`src/rtl/axi_read_arbiter.sv`:
```
// Shares one AXI4 read master port between icache (requester 0) and dcache (requester 1).
// Define AXI_ARB_RR_EN for round-robin arbitration; the default build uses fixed priority (dcache wins).
module axi_read_arbiter #(
    parameter int ADDR_W = 32,
    parameter int DATA_W = 32,
    parameter int LEN_W  = 8
) (
    input  logic                   clk,
    input  logic                   rst_n,
    input  logic [1:0][ADDR_W-1:0] s_araddr,
    input  logic [1:0][LEN_W-1:0]  s_arlen,
    input  logic [1:0]             s_arvalid,
    output logic [1:0]             s_arready,
    output logic [1:0][DATA_W-1:0] s_rdata,
    output logic [1:0][1:0]        s_rresp,
    output logic [1:0]             s_rvalid,
    output logic [1:0]             s_rlast,
    input  logic [1:0]             s_rready,
    output logic [ADDR_W-1:0]      m_araddr,
    output logic [LEN_W-1:0]       m_arlen,
    output logic                   m_arvalid,
    input  logic                   m_arready,
    input  logic [DATA_W-1:0]      m_rdata,
    input  logic [1:0]             m_rresp,
    input  logic                   m_rvalid,
    input  logic                   m_rlast,
    output logic                   m_rready,
    output logic                   grant,
    output logic                   len_err
);

    // state | meaning
    // IDLE  | no burst outstanding; arbitrate unless cooling down after a burst
    // ADDR  | captured AR held on the master port until m_arready
    // DATA  | R beats steered to the granted requester until rlast
    typedef enum logic [1:0] {IDLE, ADDR, DATA} state_t;

    state_t            state_q, state_d;
    logic              grant_q, grant_d;
    logic [ADDR_W-1:0] araddr_q, araddr_d;
    logic [LEN_W-1:0]  arlen_q, arlen_d;
    logic [LEN_W-1:0]  beat_cnt_q, beat_cnt_d;
    logic              len_err_q, len_err_d;
    logic              hold_q, hold_d;
    logic              winner;
    logic              arb_go;
    logic              beat;

`ifdef AXI_ARB_RR_EN
    logic last_q, last_d;

    // On a tie the requester that was not granted last time wins.
    always_comb begin
        if (s_arvalid == 2'b11) winner = ~last_q;
        else                    winner = s_arvalid[1];
    end

    always_comb begin
        last_d = last_q;
        if (arb_go) last_d = winner;
    end

    always_ff @(posedge clk or negedge rst_n) begin
        if (!rst_n) last_q <= 1'b1;
        else        last_q <= last_d;
    end
`else
    assign winner = s_arvalid[1];
`endif

    // rst_n gate keeps the combinational ready at 0 while reset is held.
    assign arb_go = rst_n && (state_q == IDLE) && !hold_q && (s_arvalid != 2'b00);
    assign beat   = (state_q == DATA) && m_rvalid && m_rready;

    always_comb begin
        s_arready = 2'b00;
        if (arb_go) s_arready[winner] = 1'b1;
    end

    always_comb begin
        state_d    = state_q;
        grant_d    = grant_q;
        araddr_d   = araddr_q;
        arlen_d    = arlen_q;
        beat_cnt_d = beat_cnt_q;
        len_err_d  = len_err_q;
        hold_d     = 1'b0;
        case (state_q)
            IDLE: begin
                if (arb_go) begin
                    grant_d  = winner;
                    araddr_d = s_araddr[winner];
                    arlen_d  = s_arlen[winner];
                    state_d  = ADDR;
                end
            end
            ADDR: begin
                if (m_arready) begin
                    beat_cnt_d = '0;
                    state_d    = DATA;
                end
            end
            DATA: begin
                if (beat) begin
                    beat_cnt_d = beat_cnt_q + 1'b1;
                    if (m_rlast) begin
                        if (beat_cnt_q != arlen_q) len_err_d = 1'b1;
                        state_d = IDLE;
                        hold_d  = 1'b1;
                    end else if (beat_cnt_q == arlen_q) begin
                        len_err_d = 1'b1;
                    end
                end
            end
            default: state_d = IDLE;
        endcase
    end

    always_ff @(posedge clk or negedge rst_n) begin
        if (!rst_n) begin
            state_q    <= IDLE;
            grant_q    <= 1'b0;
            araddr_q   <= '0;
            arlen_q    <= '0;
            beat_cnt_q <= '0;
            len_err_q  <= 1'b0;
            hold_q     <= 1'b0;
        end else begin
            state_q    <= state_d;
            grant_q    <= grant_d;
            araddr_q   <= araddr_d;
            arlen_q    <= arlen_d;
            beat_cnt_q <= beat_cnt_d;
            len_err_q  <= len_err_d;
            hold_q     <= hold_d;
        end
    end

    always_comb begin
        m_arvalid = (state_q == ADDR);
        m_araddr  = araddr_q;
        m_arlen   = arlen_q;
        m_rready  = (state_q == DATA) && s_rready[grant_q];
        s_rvalid  = 2'b00;
        s_rlast   = 2'b00;
        s_rdata   = '0;
        s_rresp   = '0;
        if (state_q == DATA) begin
            s_rvalid[grant_q] = m_rvalid;
            s_rlast[grant_q]  = m_rlast;
            s_rdata[grant_q]  = m_rdata;
            s_rresp[grant_q]  = m_rresp;
        end
    end

    assign grant   = grant_q;
    assign len_err = len_err_q;

endmodule
```
`config.mk`:
```
export PLATFORM = sky130hd
export DESIGN_NAME = axi_read_arbiter
export DESIGN_NICKNAME = d
export VERILOG_FILES = /design/src/rtl/axi_read_arbiter.sv
export SDC_FILE = /design/constraint.sdc
export NUM_CORES = 1
export LEC_CHECK = 0
export ABC_AREA = 1
export BUFFER_PORTS_ARGS = -buffer_cell sky130_fd_sc_hd__clkbuf_2
export CELL_PAD_IN_SITES_DETAIL_PLACEMENT = 1
export CELL_PAD_IN_SITES_GLOBAL_PLACEMENT = 1
export CORE_UTILIZATION = 27
export CTS_CLUSTER_DIAMETER = 200
export CTS_CLUSTER_SIZE = 24
export DETAILED_ROUTE_END_ITERATION = 8
export PLACE_DENSITY = 0.82
export SLEW_MARGIN = 15
export SYNTH_ARGS = -nofsm -noshare
export SYNTH_HDL_FRONTEND = slang
export SYNTH_SLANG_ARGS = --single-unit
```
`constraint.sdc`:
```
create_clock -name clk -period 2.7 [get_ports clk]
set_clock_uncertainty 0.2 [all_clocks]
set_input_delay 0.27 -clock clk [delete_from_list [all_inputs] [get_ports clk]]
set_output_delay 0.27 -clock clk [all_outputs]
set_load 0.01 [all_outputs]
```
==> results of run 1 <==
cells by family after synthesis:
kind of cell	after synthesis
and+or+nand+nor	307
buffers and inverters	78
DFF	53
AOI/OAI and AO/OA	13
xor gates and xnor gates	4
muxes	1
adders and majority gates	1
area by class of cell:
| type | instances | area share (%) |
|---|---|---|
| multi-input cells | 326 | 27.5 |
| flip-flops and latches | 53 | 26.0 |
| repair buffers | 303 | 35.7 |
| inverters | 57 | 4.19 |
| well taps | 140 | 3.43 |
| clock buffers | 6 | 2.52 |
| clock inverters | 2 | 0.759 |
flip-flops by register name (all words and copies together) (netlist names):
register and flops:
state_q 2, m_araddr 32, hold_q 1, m_arlen 8, grant 1, len_err 1
beat_cnt_q 8
layer usage:
| layer | part of all wire, % | vias up |
|---|---|---|
| li1 | - | 1952 |
| met1 | 37 | 1905 |
| met2 | 52 | 191 |
| met3 | 8.4 | 18 |
| met4 | 2.5 | 0 |
| met5 | 0 | - |
where the power goes:
group	internal, uW	total [uW]	switching, uW	leakage [uW]
registers	1110	1380	270	0.000669
logic	876	2080	1210	0.00230
clock network	440	734	294	0.0000810
Yosys cell counts:
| library cell | instances | area (um^2) |
|---|---|---|
| o21ai_1 | 1 | 5.00 |
| nand3_2 | 1 | 10.0 |
| nor2_4 | 2 | 22.5 |
| buf_4 | 8 | 60.1 |
| inv_1 | 57 | 214 |
| nor2_8 | 1 | 20.0 |
| buf_2 | 2 | 10.0 |
| nand3_1 | 50 | 250 |
| mux2i_1 | 1 | 10.0 |
| nor2_1 | 79 | 297 |
| nand2_4 | 1 | 11.3 |
| dfrtp_1 | 53 | 1330 |
| nor3_2 | 1 | 10.0 |
| clkbuf_1 | 9 | 33.8 |
| xor2_1 | 1 | 8.76 |
| o21ai_0 | 8 | 40.0 |
| nand2_1 | 167 | 627 |
| nor3_1 | 1 | 5.00 |
| xnor2_1 | 3 | 26.3 |
| o21a_1 | 1 | 7.51 |
| buf_1 | 2 | 7.51 |
| nand4_1 | 2 | 12.5 |
| nand3b_1 | 1 | 7.51 |
| ha_1 | 1 | 12.5 |
| a21oi_1 | 3 | 15.0 |
| or2_2 | 1 | 6.26 |
stage by stage:
| stage | area [um^2] | hold WS [ns] | power, uW | utilization, % |
|---|---|---|---|---|
| finish | 5110 | -0.00118 | 4190 | 46.7 |
| global route | 5110 | 0.0102 | 4510 | 46.7 |
| CTS | 5090 | 0.0000876 | 4170 | 46.5 |
| detailed placement | 4380 | 0.279 | 3230 | 40.0 |
| global placement | 4380 | 0.271 | 3150 | 40.0 |
| floorplan | 3060 | -0.226 | 2360 | - |
timing repair:
action | 4_1_cts | 5_1_grt
endpoints found under the setup margin | 0 | 13
hold endpoints to repair | 35 | 0
hold buffers | 54 | 0
setup buffers | 0 | 3
final timing paths:
| check | cells after the start | start | slack (ns) | end |
|---|---|---|---|---|
| max in group asynchronous | 2 | rst_n | 1.83 | m_arlen[7] |
| worst max register to register | 6 | state_q[0] | 0.18 | m_araddr[7] |
| worst min-delay path | 2 | rst_n | -0.001 | m_araddr[0] |
| min in group clk | 3 | s_araddr[62] | 0.01 | m_araddr[30] |
| worst min register to register | 2 | len_err | 0.29 | len_err |
| worst max-delay path | 6 | state_q[0] | 0.18 | m_araddr[7] |
==> flow_summary.yaml, run 1 <==
synth:
  synth_nets: 581
  ys_ff_latch: 53
  synthSimpleGateAreaFrac_pct: 41.9
  synth_xor_area_share_pct: 1.15
  syn_avg_cell_area_um2: 6.69
  synthAdderAreaFrac_pct: 0.410
  muxShareOfSynthArea_pct: 0.328
  synth_top_family_by_area: "simple AND/OR/NAND/NOR gates"
  yosys_warnings: 0
  synthCells: 457
  ys_types: 26
  yosysSeqAreaShare_pct: 43.4
  synth_compound_area_share_pct: 2.21
  netlist_area_um2: 3060
worst_setup_path:
  crit_type: "flip-flop to flip-flop"
  crit_chain: "nor3_2 > nand2_4 > nor2_8 > nand2_1 > nand3_1 > dlygate4sd3_1"
  crit_path_end_kind: "flip-flop"
  setup.worst_path.start_class: "flip-flop"
  slowest_stage: "dlygate4sd3_1"
  path_max_fanout: 29
  crit_buf_inv: 1
  cp.required_ns: 2.73
  cp_top_family: "simple AND/OR/NAND/NOR gates"
  critPathArrivalTime_ns: 2.55
  cp_slowest_stage_delay_ns: 0.57
sta:
  fin_tns_setup_ns: 0
  min_period_ns: 2.52
  hold_ws_ns: -0.00118
  hold_viol: 3
  layout_setup_ws_ns: 0.176
  grt_setup_unrepaired: "no"
  setup_viol: 0
  slew_violations: 0
  finalCritPeriodShare_pct: 93.5
  clock.fmax_ghz: 0.396
  relSlewSlack_pct: 53.1
  worst_pin_slew_ns: 0.703
cts:
  insertion_delay_ns: 0.29
  cts_buffers: 5
  htree_num_levels: 2
  cts.sinks: 53
  clkTransAtPathRegs_ns: 0.07
  clock_path_buffers: 2
  cts_tree: "yes"
  ctsResizeCount: 0
  cts-root-buf: "clkbuf_16"
placed_design:
  pre_cts_ws_ns: 0.517
  placed_cells: 822
  io_buffer_count: 240
  gp_congestion: 0.757
  dpl.hpwl_um: 9330
power:
  max-vdd-ir-drop_uv: 397
  power_density_nw_per_um2: 821
  total_leakage_power_uw: 0.00305
floorplanning:
  die_y_um: 108
  ios: 241
  die_w_um: 108
  rows: 38
  core-area_um2: 10900
  initial_core_util_pct: 27.9
  dieArea_um2: 11700
routing:
  drt_pass1_iterations: 4
  ant_nets: 0
  drt-total-wl_um: 13500
  drcViolationCount: 0
  routedWlPerCell_um: 15.2
  first_iter_violations: 183
  vias: 4066
  viasPerCell: 4.58
global_route:
  grt_pass1_wl_um: 21000
  busiest_layer: "met2"
  grt_use_met3_pct: 6.69
  grt_overflow: 0
  first_global_vias: 4288
  antenna_found_initial: 0
  grt_use_met1_pct: 23.7
  grt_util_met2_pct: 43.8
  grt_max_degree: 54
  grt_usage_pct: 23.0
finish:
  multi_input_area_um2: 1400
  stdcell_count: 887
  final_common_cell: "clkbuf_2"
  drive_gt1_share_pct: 35.2
  final_nets: 870
  fillers: 1445
  final_cell_mix: "240 x clkbuf_2, 167 x nand2_1, 79 x nor2_1"
  syn2layout_area_growth_pct: 67.2
  antenna_cells: 0
  ff_latch_area_um2: 1330
worst_hold_path:
  min_path_type: "input pin to asynchronous set/reset pin"
outcome:
  outcome: "finished with violations"
  violations: "hold timing"
job:
  drv_cap: 0
Power figures use the tool's default switching activity.
==> run 2: changes to the inputs <==
--- a/config.mk
+++ b/config.mk
@@ -13,6 +13,7 @@
 export CTS_CLUSTER_DIAMETER = 200
 export CTS_CLUSTER_SIZE = 24
 export DETAILED_ROUTE_END_ITERATION = 8
+export HOLD_SLACK_MARGIN = 0.06
 export PLACE_DENSITY = 0.82
 export SLEW_MARGIN = 15
 export SYNTH_ARGS = -nofsm -noshare
==> run 2 against run 1 <==
  * The run now ends clean
  * Flip-flop and latch count unchanged
  * Count of clock-buffer cells in the layout unchanged
  * Worst setup slack worse by 0.022 ns
  * Power up 4.3%
  * Sequential power about the same
  * Critical path depth up 3
  * Global-route usage up 1.9 points
  * Largest power group unchanged
  * Highest routed layer unchanged
==> flow_summary.yaml, run 2 (synthesized netlist as in run 1, its figures left out) <==
cts:
  cts_tree: "yes"
  htree_num_levels: 2
  cts.sinks: 53
  cts_buffers: 5
  insertion_delay_ns: 0.29
  clkTransAtPathRegs_ns: 0.07
  clock_path_buffers: 2
  cts-root-buf: "clkbuf_16"
sta:
  relSlewSlack_pct: 53.9
  hold_viol: 0
  slew_violations: 0
  finalCritPeriodShare_pct: 94.3
  min_period_ns: 2.55
  grt_setup_unrepaired: "no"
  clock.fmax_ghz: 0.393
  fin_tns_setup_ns: 0
  setup_viol: 0
  worst_pin_slew_ns: 0.691
  layout_setup_ws_ns: 0.154
global_route:
  grt_use_met3_pct: 6.75
  grt_overflow: 0
  grt_pass1_wl_um: 22500
  antenna_found_initial: 0
  first_global_vias: 4605
  grt_util_met2_pct: 47.6
  grt_usage_pct: 24.9
  busiest_layer: "met2"
  grt_use_met1_pct: 25.1
  grt_max_degree: 54
worst_setup_path:
  cp_common_cell: "dlygate4sd3_1"
  crit_type: "input pin to flip-flop"
  crit_start: "rst_n"
  path_max_fanout: 23
  cp.required_ns: 2.73
  crit_path_end_kind: "flip-flop"
  setup.worst_path.start_class: "input pin"
  cp_top_family: "buffers and inverters"
  cp_slowest_stage_delay_ns: 0.55
  critPathArrivalTime_ns: 2.58
  slowest_stage: "dlygate4sd3_1"
  r2r-start: "state_q[0]"
  crit_buf_inv: 4
  crit_chain: "dlygate4sd3_1 > clkbuf_2 > o21a_1 > nand2_4 > nor2_4 > buf_12 > nand2_1 > nand3_1 > dlygate4sd3_1"
routing:
  drcViolationCount: 0
  drt-total-wl_um: 14900
  viasPerCell: 4.70
  vias: 4302
  ant_nets: 0
  drt_pass1_iterations: 4
  first_iter_violations: 182
  routedWlPerCell_um: 16.3
placed_design:
  pre_cts_ws_ns: 0.517
  dpl.hpwl_um: 9330
  gp_congestion: 0.757
  io_buffer_count: 240
  placed_cells: 822
finish:
  final_nets: 898
  final_cell_mix: "240 x clkbuf_2, 167 x nand2_1, 81 x dlygate4sd3_1"
  drive_gt1_share_pct: 34.1
  largest_reg_flops: 32
  fin_util_pct: 49.3
  antenna_cells: 0
  syn2layout_area_growth_pct: 76.3
  final_common_cell: "clkbuf_2"
  fillers: 1441
  stdcell_count: 915
power:
  power_density_nw_per_um2: 812
  power_frac_comb_pct: 51.4
  total_power_uw: 4380
  seqPwrFrac_pct: 31.9
  max-vdd-ir-drop_uv: 361
  p_sw_uw: 1850
  sw_frac_of_total_pct: 42.2
  p_clk_share_pct: 16.7
  total_leakage_power_uw: 0.00318
  p_int_uw: 2530
floorplanning:
  initial_core_util_pct: 27.9
  die_y_um: 108
  ios: 241
  rows: 38
  dieArea_um2: 11700
  core-area_um2: 10900
  die_w_um: 108
job:
  drv_cap: 0
worst_hold_path:
  min_path_type: "input pin to flip-flop"
  hp-start: "m_arready"
outcome:
  outcome: "completed"
run 2: cell types whose count changed in the layout (fill, tap and decap cells not counted), sizes merged:
cell,previous run,this run
dlygate4sd3,54,81
buf,9,10
run 2: worst reg2reg max path: stages, from the launching register on:
cell and delay, ns:
dfrtp_1 0.43, nor3_2 0.37, nand2_4 0.23, nor2_4 0.27, buf_12 0.20, nand2_1 0.11
nand3_1 0.11, dlygate4sd3_1 0.55
run 2: final timing paths:
kind,to,slack [ns],cells after the start
setup / recovery,m_araddr[3],0.15,9
hold / removal,state_q[1],0.08,3
setup reg to reg,m_araddr[3],0.18,7
hold reg to reg,len_err,0.29,2
max in group asynchronous,m_arlen[7],1.29,3
min in group asynchronous,m_araddr[0],0.54,3
run 2: what timing repair did:
item                                   4_1_cts  5_1_grt
hold buffers                                81        0
setup endpoints to repair                    0       18
setup buffers                                0        4
endpoints found under the hold margin       93        0
gates resized for setup                      0        0
run 2: power groups by stage:
stage               Combinational (uW)  Clock (uW)  Sequential (uW)
global route                      2470         767             1430
floorplan                          910           0             1440
CTS                               2170         755             1360
detailed placement                1860           0             1370
finish                            2250         730             1400
global placement                  1790           0             1360
run 2: routing by layer:
layer	up-vias	part of all wire [%]
li1	2007	-
met1	2036	37
met2	223	52
met3	36	7.8
met4	0	3.3
met5	-	0
run 2: final cells by class:
type | count | area, um^2 | area share [%]
flip-flops and latches | 53 | 1330 | 24.6
well taps | 140 | 175 | 3.25
inverters | 57 | 214 | 3.97
clock buffers | 6 | 129 | 2.39
multi-input cells | 326 | 1400 | 26.1
repair buffers | 331 | 2100 | 39.0
clock inverters | 2 | 38.8 | 0.720
run 2: stage by stage:
step                hold WS (ns)  area (um^2)
floorplan                 -0.226         3060
global placement           0.271         4380
detailed placement         0.279         4380
CTS                        0.112         5360
global route               0.128         5390
finish                    0.0780         5390
==> run 3: changes to the inputs <==
--- a/config.mk
+++ b/config.mk
@@ -9,6 +9,7 @@
 export BUFFER_PORTS_ARGS = -buffer_cell sky130_fd_sc_hd__clkbuf_2
 export CELL_PAD_IN_SITES_DETAIL_PLACEMENT = 1
 export CELL_PAD_IN_SITES_GLOBAL_PLACEMENT = 1
+export CORE_MARGIN = 3
 export CORE_UTILIZATION = 27
 export CTS_CLUSTER_DIAMETER = 200
 export CTS_CLUSTER_SIZE = 24
==> run 3 against run 2 <==
  * Sequential power barely moved
  * Worst setup slack got worse by 0.035 ns
  * Power rose by 2.3%
  * Cell area fell by 0.72%
  * Largest cell class unchanged
==> flow_summary.yaml, run 3 (synthesized netlist as in run 1, its figures left out) <==
outcome:
  outcome: "completed"
power:
  total_leakage_power_uw: 0.00317
  p_int_uw: 2580
  power_frac_comb_pct: 54.0
  p_sw_uw: 1900
  max-vdd-ir-drop_uv: 461
  sw_frac_of_total_pct: 42.4
  p_clk_share_pct: 14.8
  power_density_nw_per_um2: 837
  seqPwrFrac_pct: 31.2
floorplanning:
  ios: 241
  rows: 38
  die_w_um: 112
  core-area_um2: 10900
  dieArea_um2: 12600
  initial_core_util_pct: 27.9
  die_y_um: 112
routing:
  ant_nets: 0
  drcViolationCount: 0
  viasPerCell: 4.67
  routedWlPerCell_um: 16.5
  drt_pass1_iterations: 4
  drt-total-wl_um: 15100
  vias: 4265
  first_iter_violations: 115
sta:
  hold_viol: 0
  layout_setup_ws_ns: 0.120
  clock.fmax_ghz: 0.388
  slew_violations: 0
  fin_tns_setup_ns: 0
  relSlewSlack_pct: 53.3
  worst_pin_slew_ns: 0.701
  finalCritPeriodShare_pct: 95.6
  grt_setup_unrepaired: "no"
  min_period_ns: 2.58
  setup_viol: 0
worst_setup_path:
  setup.worst_path.start_class: "input pin"
  path_max_fanout: 24
  cp_top_family: "buffers and inverters"
  critPathArrivalTime_ns: 2.61
  cp.required_ns: 2.72
  crit_type: "input pin to flip-flop"
  crit_buf_inv: 4
  slowest_stage: "dlygate4sd3_1"
  crit_chain: "dlygate4sd3_1 > clkbuf_2 > o21a_1 > nand2_4 > nor2_8 > buf_4 > nand2_1 > nand3_1 > dlygate4sd3_1"
  cp_common_cell: "dlygate4sd3_1"
  crit_path_end_kind: "flip-flop"
  cp_slowest_stage_delay_ns: 0.58
global_route:
  grt_overflow: 0
  grt_max_degree: 54
  grt_usage_pct: 24.0
  antenna_found_initial: 0
  first_global_vias: 4746
  grt_pass1_wl_um: 24300
finish:
  syn2layout_area_growth_pct: 75.0
  final_nets: 896
  largest_reg_flops: 32
  fin_area_um2: 5350
  fin_util_pct: 48.9
  final_cell_mix: "240 x clkbuf_2, 167 x nand2_1, 82 x dlygate4sd3_1"
  final_common_cell: "clkbuf_2"
  drive_gt1_share_pct: 33.9
  antenna_cells: 0
  stdcell_count: 913
placed_design:
  pre_cts_ws_ns: 0.625
  dpl_cell_area_um2: 4370
  dpl.hpwl_um: 10200
  io_buffer_count: 240
  gp_congestion: 0.825
  placed_cells: 823
cts:
  cts.sinks: 53
  clock_path_buffers: 2
  cts-root-buf: "clkbuf_16"
  htree_num_levels: 2
  cts_post_setup_buffers_inserted: 0
  insertion_delay_ns: 0.30
  clkTransAtPathRegs_ns: 0.07
  cts_tree: "yes"
  cts_buffers: 5
job:
  drv_cap: 0
worst_hold_path:
  min_path_type: "input pin to flip-flop"
run 3: power groups by stage:
stage | combinational, uW | sequential [uW] | clock [uW]
after floorplan | 910 | 1440 | 0
final | 2420 | 1400 | 664
after CTS | 2360 | 1370 | 684
after detailed placement | 1880 | 1370 | 0
after global routing | 2670 | 1430 | 710
after global placement | 1790 | 1370 | 0
run 3: tightest hold or removal path, stage by stage:
cell      delay [ns]
clkbuf_2        0.12
nand3_1         0.07
o21ai_0         0.08
run 3: stage by stage:
step                      hold slack (ns)  power [uW]
final                              0.0823        4480
after global routing                0.107        4820
after CTS                          0.0767        4420
after detailed placement            0.284        3250
after global placement              0.274        3160
after floorplan                    -0.226        2360
run 3: metal layers:
layer  routed length [um]  share of wire, %  GRT usage (%)  up-vias
met5                    0                 0              0        -
met4                  359               2.4           7.37        0
met3                 1210               8.0           6.31       26
met2                 7820                52           44.7      200
met1                 5720                38           26.6     2037
li1                     -                 -              -     2002
run 3: area by class of cell:
class,count,area (um^2)
Timing Repair Buffer,329,2080
Clock buffer,5,125
Multi-Input combinational cell,326,1400
Sequential cell,53,1330
Inverter,57,214
Clock inverter,3,21.3
Tap cell,140,175
Fill cell,1474,5590
run 3: worst paths after layout:
| check | startpoint | slack [ns] | end | depth (start not counted) |
|---|---|---|---|---|
| min | m_rvalid | 0.08 | beat_cnt_q[1] | 3 |
| max in group asynchronous | rst_n | 1.30 | beat_cnt_q[3] | 3 |
| min in group asynchronous | rst_n | 0.53 | m_araddr[7] | 3 |
| max reg2reg | state_q[0] | 0.16 | m_araddr[26] | 7 |
| max | rst_n | 0.12 | m_araddr[26] | 9 |
| min reg2reg | len_err | 0.30 | len_err | 2 |
run 3: what timing repair did:
item,CTS,global route
gates resized for setup,0,2
hold buffers,82,0
endpoints found under the setup margin,0,32
hold endpoints to repair,94,0
